==> config.mk <==
export PLATFORM = sky130hd
export DESIGN_NAME = odd_even_sort_pipe
export DESIGN_NICKNAME = d
export VERILOG_FILES = /design/src/rtl/odd_even_sort_pipe.sv
export SDC_FILE = /design/constraint.sdc
export NUM_CORES = 2
export LEC_CHECK = 0
export ABC_CLOCK_PERIOD_IN_PS = 3000
export CAP_MARGIN = 20
export CORE_MARGIN = 4
export CORE_UTILIZATION = 56
export CTS_BUF_LIST = sky130_fd_sc_hd__clkbuf_4 sky130_fd_sc_hd__clkbuf_8 sky130_fd_sc_hd__clkbuf_16
export DETAILED_ROUTE_END_ITERATION = 12
export PLACE_DENSITY = 0.76
export SYNTH_ARGS = -nofsm -noshare
export SYNTH_HDL_FRONTEND = slang
export SYNTH_SLANG_ARGS = --single-unit
==> constraint.sdc <==
create_clock -name clk -period 3 [get_ports clk]
set_clock_uncertainty 0.15 [all_clocks]
set_input_delay 0.45 -clock clk [delete_from_list [all_inputs] [get_ports clk]]
set_output_delay 0.45 -clock clk [all_outputs]
set_load 0.01 [all_outputs]
==> src/rtl/odd_even_sort_pipe.sv <==
// odd_even_sort_pipe: fully pipelined odd-even transposition sorter.
// One capture slot (S0) followed by N compare-exchange stages (S1..SN).
// Each vector carries its own sort direction. A single global enable
// freezes the whole pipe while the consumer stalls a valid output.
// Build option: define SORT_IDX_EN to carry the original key positions
// through the pipe and expose them on out_idx.
module odd_even_sort_pipe #(
    parameter int N = 8,
    parameter int K = 8,
`ifdef SORT_IDX_EN
    localparam int IW = $clog2(N),
`endif
    localparam int CW = $clog2(N + 2)
) (
    input  logic            clk,
    input  logic            rst,
    input  logic            in_valid,
    output logic            in_ready,
    input  logic            in_dir,
    input  logic [N*K-1:0]  in_data,
    output logic            out_valid,
    input  logic            out_ready,
    output logic [N*K-1:0]  out_data,
    output logic            out_dir,
`ifdef SORT_IDX_EN
    output logic [N*IW-1:0] out_idx,
`endif
    output logic [CW-1:0]   count
);

    // Registered contents of every slot, indexed by stage number.
    logic [N*K-1:0]  slot_data  [0:N];
    logic            slot_dir   [0:N];
    logic            slot_valid [0:N];
`ifdef SORT_IDX_EN
    logic [N*IW-1:0] slot_idx   [0:N];
`endif

    logic en;
    logic in_acc;
    logic out_acc;

    // Whole pipe advances unless a valid output is being held back.
    assign en        = out_ready | ~out_valid;
    assign in_ready  = en & ~rst;
    assign in_acc    = in_valid & in_ready;
    assign out_acc   = out_valid & out_ready;

    assign out_valid = slot_valid[N];
    assign out_data  = slot_data[N];
    assign out_dir   = slot_dir[N];
`ifdef SORT_IDX_EN
    assign out_idx   = slot_idx[N];
`endif

    genvar gi;
    generate
        for (gi = 0; gi <= N; gi++) begin : g_slot
            logic [N*K-1:0]  src_data;
            logic            src_dir;
            logic            src_valid;
            logic [N*K-1:0]  data_q, data_d;
            logic            dir_q, dir_d;
            logic            valid_q, valid_d;
`ifdef SORT_IDX_EN
            logic [N*IW-1:0] src_idx;
            logic [N*IW-1:0] idx_q, idx_d;
`endif

            if (gi == 0) begin : g_src
                // Capture slot: raw input vector, indices start as identity.
                always_comb begin
                    src_data  = in_data;
                    src_dir   = in_dir;
                    src_valid = in_valid;
`ifdef SORT_IDX_EN
                    src_idx   = '0;
                    for (int j = 0; j < N; j++) begin
                        src_idx[j*IW +: IW] = IW'(j);
                    end
`endif
                end
            end else begin : g_src
                // Compare-exchange: even phases pair (0,1),(2,3)..., odd
                // phases pair (1,2),(3,4)...; strict compare keeps ties stable.
                always_comb begin
                    src_data  = slot_data[gi-1];
                    src_dir   = slot_dir[gi-1];
                    src_valid = slot_valid[gi-1];
`ifdef SORT_IDX_EN
                    src_idx   = slot_idx[gi-1];
`endif
                    for (int j = (gi - 1) % 2; j + 1 < N; j += 2) begin
                        if (slot_dir[gi-1] ?
                                (slot_data[gi-1][j*K +: K] < slot_data[gi-1][(j+1)*K +: K]) :
                                (slot_data[gi-1][j*K +: K] > slot_data[gi-1][(j+1)*K +: K])) begin
                            src_data[j*K +: K]     = slot_data[gi-1][(j+1)*K +: K];
                            src_data[(j+1)*K +: K] = slot_data[gi-1][j*K +: K];
`ifdef SORT_IDX_EN
                            src_idx[j*IW +: IW]     = slot_idx[gi-1][(j+1)*IW +: IW];
                            src_idx[(j+1)*IW +: IW] = slot_idx[gi-1][j*IW +: IW];
`endif
                        end
                    end
                end
            end

            // Shift in the upstream result when enabled, otherwise hold.
            always_comb begin
                data_d  = data_q;
                dir_d   = dir_q;
                valid_d = valid_q;
`ifdef SORT_IDX_EN
                idx_d   = idx_q;
`endif
                if (en) begin
                    data_d  = src_data;
                    dir_d   = src_dir;
                    valid_d = src_valid;
`ifdef SORT_IDX_EN
                    idx_d   = src_idx;
`endif
                end
            end

            // Slot register; reset clears contents so in-flight vectors vanish.
            always_ff @(posedge clk) begin
                if (rst) begin
                    data_q  <= '0;
                    dir_q   <= 1'b0;
                    valid_q <= 1'b0;
`ifdef SORT_IDX_EN
                    idx_q   <= '0;
`endif
                end else begin
                    data_q  <= data_d;
                    dir_q   <= dir_d;
                    valid_q <= valid_d;
`ifdef SORT_IDX_EN
                    idx_q   <= idx_d;
`endif
                end
            end

            assign slot_data[gi]  = data_q;
            assign slot_dir[gi]   = dir_q;
            assign slot_valid[gi] = valid_q;
`ifdef SORT_IDX_EN
            assign slot_idx[gi]   = idx_q;
`endif
        end
    endgenerate

    logic [CW-1:0] count_q, count_d;

    // Occupancy: +1 on input handshake, -1 on output handshake, both cancel.
    always_comb begin
        count_d = count_q;
        if (in_acc && !out_acc) begin
            count_d = count_q + CW'(1);
        end else if (!in_acc && out_acc) begin
            count_d = count_q - CW'(1);
        end
    end

    // Occupancy register.
    always_ff @(posedge clk) begin
        if (rst) begin
            count_q <= '0;
        end else begin
            count_q <= count_d;
        end
    end

    assign count = count_q;

endmodule
Word-level counts from Yosys, hierarchy flattened
Index checks and enable logic that the tools add are counted.
Word-level totals
  register bits: 598
  bits in latches: 0
  RAM bits: 0
  ROM bits: 0
  output and inout bits: 71
  logic and storage cells: 155
  memories kept: 0
Operators by class
  $add $sub $neg: 2
  $mul: 0
  div/mod/pow operators: 0
  magnitude comparators: 56
  equality and inequality tests: 0
  shifts and indexed selects: 0
  multiplexer cells: 58
  bitwise gates (word level): 6
  reduce and logical (&&, ||, !) cells: 5
Operators with widths (count)
  2-to-1 mux 16 bit: 28
  > comparator 8 bit: 28
  < comparator 8 bit: 28
  2-to-1 mux 1 bit: 28
  2-to-1 mux 4 bit: 2
  adder 4 x 1 -> 4 bit, second input constant: 1
  subtractor 4 x 1 -> 4 bit, second input constant: 1
  AND 1 bit: 3
  logical AND 1 bit: 2
  logical NOT 1 bit: 2
  NOT 1 bit: 2
  nonzero test 2 bit: 1
  bitwise OR 1 bit: 1

Logic depth before layout (Yosys ltp)
  depth after elaboration: 8
  depth in mapped cells: 13
  gate-level depth less buffers: 11

Least setup slack after synthesis
No wires, ideal clock.
  path type: input-to-reg
  from: input port out_ready
  to: register count_q[3], in the netlist count[3]
  library setup time: 0.070 ns
  data arrival time: 2.780 ns
  slack: 0.000 ns
  stages on the path: 13
  path buffers: 2
  path through: inv_1 a21oi_1 buf_2 clkbuf_1 and2_1 ha_1 inv_1 ha_1 a21o_1 a21oi_1 xnor2_1 or3_1 a21oi_1
Between the ends
  word-level cells in the longest chain between the ends: 6
  elaborated cells between the ends (all ways): 10
RTL lines
  from (decl): line 22  | input logic out_ready,
  bitwise OR 1 bit: line 44  | assign en = out_ready | ~out_valid;
  AND 1 bit: line 45  | assign in_ready = en & ~rst;
  AND 1 bit: line 46  | assign in_acc = in_valid & in_ready;
  logical NOT 1 bit: line 161  | end else if (!in_acc && out_acc) begin
  logical AND 1 bit: line 161
  nonzero test 2 bit (no line)
  to (signal assigned): line 171  | count_q <= count_d;
  to (decl): line 154  | logic [CW-1:0] count_q, count_d;
Parallel ways exist; a longest one is shown, timed or not.
A chain may end at the register's enable or synchronous reset.

Worst setup path in the final report
  from: input port out_ready
  to: output port in_ready
Between the ends
  word-level cells in the longest chain between the ends: 2
RTL lines
  bitwise OR 1 bit: line 44
  AND 1 bit: line 45
  to (decl): line 18  | output logic in_ready,
Every way passes these cells.

==> reports/metrics.cfg <==
[status]
status = complete, no violations

[clock_tree]
cts_setup_buffers = 0
cts-hold-fix-buffers = 0
clkSinkCount = 598
clk_path_buf_depth = 3
h-tree-depth = 3
cts_tree = done
path_clk_slew_ns = 0.05
clk-insertion-delay-late_ns = 0.61
post_cts_resized = 0
cts_made_buffers = 67
root_buffer = clkbuf_16

[run]
cap_violations = 0

[routing]
wl_um = 84600
viasPerCell = 6.70
ant_nets = 0
vias = 27400
drc = 0
routedWlPerCell_um = 20.7
dr.pass1.iters = 8
first_iter_violations = 2618

[floorplan]
io_pins = 140
die_h_um = 250
rows = 88
start_util_pct = 56.8
core-area_um2 = 57900
die_area_um2 = 62700
die_x_um = 250

[placed_design]
place.gp.congestion = 0.843
dpl_cell_area_um2 = 35000
hpwl_um = 57500
port_buffers = 139

[worst_setup_path]
slowest_delay_ns = 0.63
path_max_fanout = 58
cpMostUsedCell = clkdlybuf4s50_1
worst-path-stages = 6
r2r-end = g_slot[6].data_q[13]$_SDFFE_PP0N_
crit_type = input pin to output pin
crit_required_ns = 2.40
path_cells = clkdlybuf4s50_1 > inv_1 > a21oi_4 > buf_4 > buf_12 > clkdlybuf4s50_1
r2r_cells = 8
slowest_stage = clkdlybuf4s50_1
worstPathArrival_ns = 2.24
crit_family = buffers and inverters
endpoint = in_ready
r2r_setup_slack_ns = 0.34
crit_start = out_ready
worstPathBufferInverterCount = 5
critPathLaunchType = input pin
rr_startpoint = g_slot[5].data_q[23]$_SDFFE_PP0N_
critPathCaptureType = output pin

[sta]
tightestPinTransition_ns = 1.09
maxSlewViolCount = 0
grt_setup_unrepaired = no
min_period_ns = 2.84
period_share_pct = 94.5
finalHoldViolations = 0
setup_viol_count_final = 0
max_freq_mhz = 353
relSlewSlack_pct = 27.4
hold_ws_ns = 0.299

[power_and_ir_drop]
irDropWorstVdd_mv = 0.419
powerDensity_nw_per_um2 = 606
power_leakage_nw = 15.0

[yosys]
synthTopCellsByArea = dfxtp_1 (36%), a22oi_1 (20%), mux2i_1 (14%)
synthCells = 3235
yosysWarnings = 0
synth_area_leader_cell = dfxtp_1
synth_edf_count = 0
synth.top_cell.area_share_pct = 36.4
syn_area_um2 = 32900
synthTopCellsByCount = a22oi_1 (896), dfxtp_1 (598), mux2i_1 (449), inv_1 (230), ha_1 (227)
ys.flop_type = dfxtp_1
synthesis.nets = 3532
yosysMostFrequentCell = a22oi_1
yosysSeqAreaShare_pct = 36.4
ys_types = 37
async_reset_ff_share_pct = 0
synth.avg_cell_area_um2 = 10.2
ys_ff_latch = 598

[global_route]
grt_pass1_wl_um = 138000
grt_max_degree = 235
track_usage_pct = 25.7
grt_pass1_vias = 26700
grt_antenna_before_repair = 0
grt_overflow = 0

[min_path]
min_path_cells = 2
min_path_type = input pin to flop

[finish]
layout-drive-gt1-share_pct = 8.62
finish.instance_area_um2 = 37300
area_growth_pct = 13.5
diodes = 0
finalNetCount = 3561

==> worst register-to-register path, delay by kind of cell (launching register included) <==
kind	cells	cell delay, ns
compound gates	2	0.58
fa+ha+maj	1	0.35
buf+inv	2	0.41
flops	1	0.49
mux	1	0.26
simple gates	2	0.32
==> cell usage in the layout, fill, tap and decap left out, types with 5 or more instances in the layout <==
cell type | synthesis | routed
clkbuf_4 | 2 | 11
a22o_1 | 144 | 144
o21ai_0 | 15 | 15
bufinv_16 | 0 | 5
clkbuf_16 | 0 | 70
a211oi_1 | 28 | 28
dfxtp_1 | 598 | 598
a311oi_4 | 16 | 16
ha_1 | 227 | 227
buf_4 | 12 | 60
clkdlybuf4s50_1 | 0 | 139
clkbuf_8 | 0 | 17
nor2_1 | 30 | 30
o211ai_1 | 28 | 28
nand4_1 | 56 | 56
buf_12 | 0 | 27
a21oi_1 | 56 | 55
clkinv_2 | 0 | 13
and3_4 | 16 | 17
nor2b_1 | 28 | 28
a221oi_4 | 16 | 16
a22oi_1 | 896 | 896
o211a_1 | 12 | 12
nor3_2 | 14 | 14
nand3_1 | 16 | 16
a21o_1 | 47 | 47
mux2i_1 | 449 | 449
nand2_1 | 25 | 25
a211oi_2 | 12 | 12
inv_1 | 230 | 230
==> logic make-up after synthesis <==
kind of cell    Yosys count  synth area share, %
mux                     449                 13.7
buf+inv                 497                 6.50
xor+xnor                  3               0.0799
flops                   598                 36.4
compound gates         1270                 31.1
fa+ha+maj               228                 8.70
simple gates            190                 3.54
==> through the flow <==
stage	TNS, ns	total power, mW	setup WS (ns)	instances	utilization (%)
floorplan	0	13.1	0.000328	3235	-
global placement	-0.0178	13.8	-0.0178	3960	60.4
detailed placement	-0.0378	14.1	-0.0378	3960	60.4
CTS	0	22.7	0.126	4081	64.4
global route	0	23.5	0.0568	4081	64.4
finish	0	22.6	0.164	4081	64.4
==> per-layer routing <==
metal / global-route usage [%] / share of wire, % / vias to the layer above
met2: 43.9 / 50 / 820
li1: - / - / 12800
met4: 9.30 / 2.4 / 0
met5: 0 / 0 / -
met3: 3.21 / 4.8 / 165
met1: 33.4 / 43 / 13600
==> power breakdown <==
part | switching [mW] | internal [mW]
Sequential | 0.651 | 8.34
Combinational | 2.60 | 2.39
Clock | 3.41 | 5.24
==> layout make-up <==
class                   count  area, um2
repair buffers            226       2380
inverters                 231        867
clock buffers              98       2070
flip-flops and latches    598      12000
clock inverters            23        282
well taps                 765        957
multi-input cells        2140      18800
fillers                  4559      20600
==> flip-flops by register name, summed over array words and instances (netlist names) <==
| register | flops |
|---|---|
| out_data | 64 |
| count | 4 |
| g_slot.valid_q | 8 |
| g_slot.dir_q | 8 |
| out_valid | 1 |
| g_slot.data_q | 512 |
| out_dir | 1 |
==> worst min-delay path by stage <==
stage | startpoint | endpoint
2_1_floorplan | g_slot[0].valid_q$_SDFFE_PP0N_ | g_slot[0].valid_q$_SDFFE_PP0N_
3_3_place_gp | g_slot[7].valid_q$_SDFFE_PP0N_ | out_valid$_SDFFE_PP0N_
3_5_place_dp | g_slot[0].valid_q$_SDFFE_PP0N_ | g_slot[0].valid_q$_SDFFE_PP0N_
4_1_cts | in_data[40] | g_slot[0].data_q[40]$_SDFFE_PP0N_
5_1_grt | in_dir | g_slot[0].dir_q$_SDFFE_PP0N_
6_report | in_data[11] | g_slot[0].data_q[11]$_SDFFE_PP0N_
Note: power is estimated with default switching activity, not from simulation.
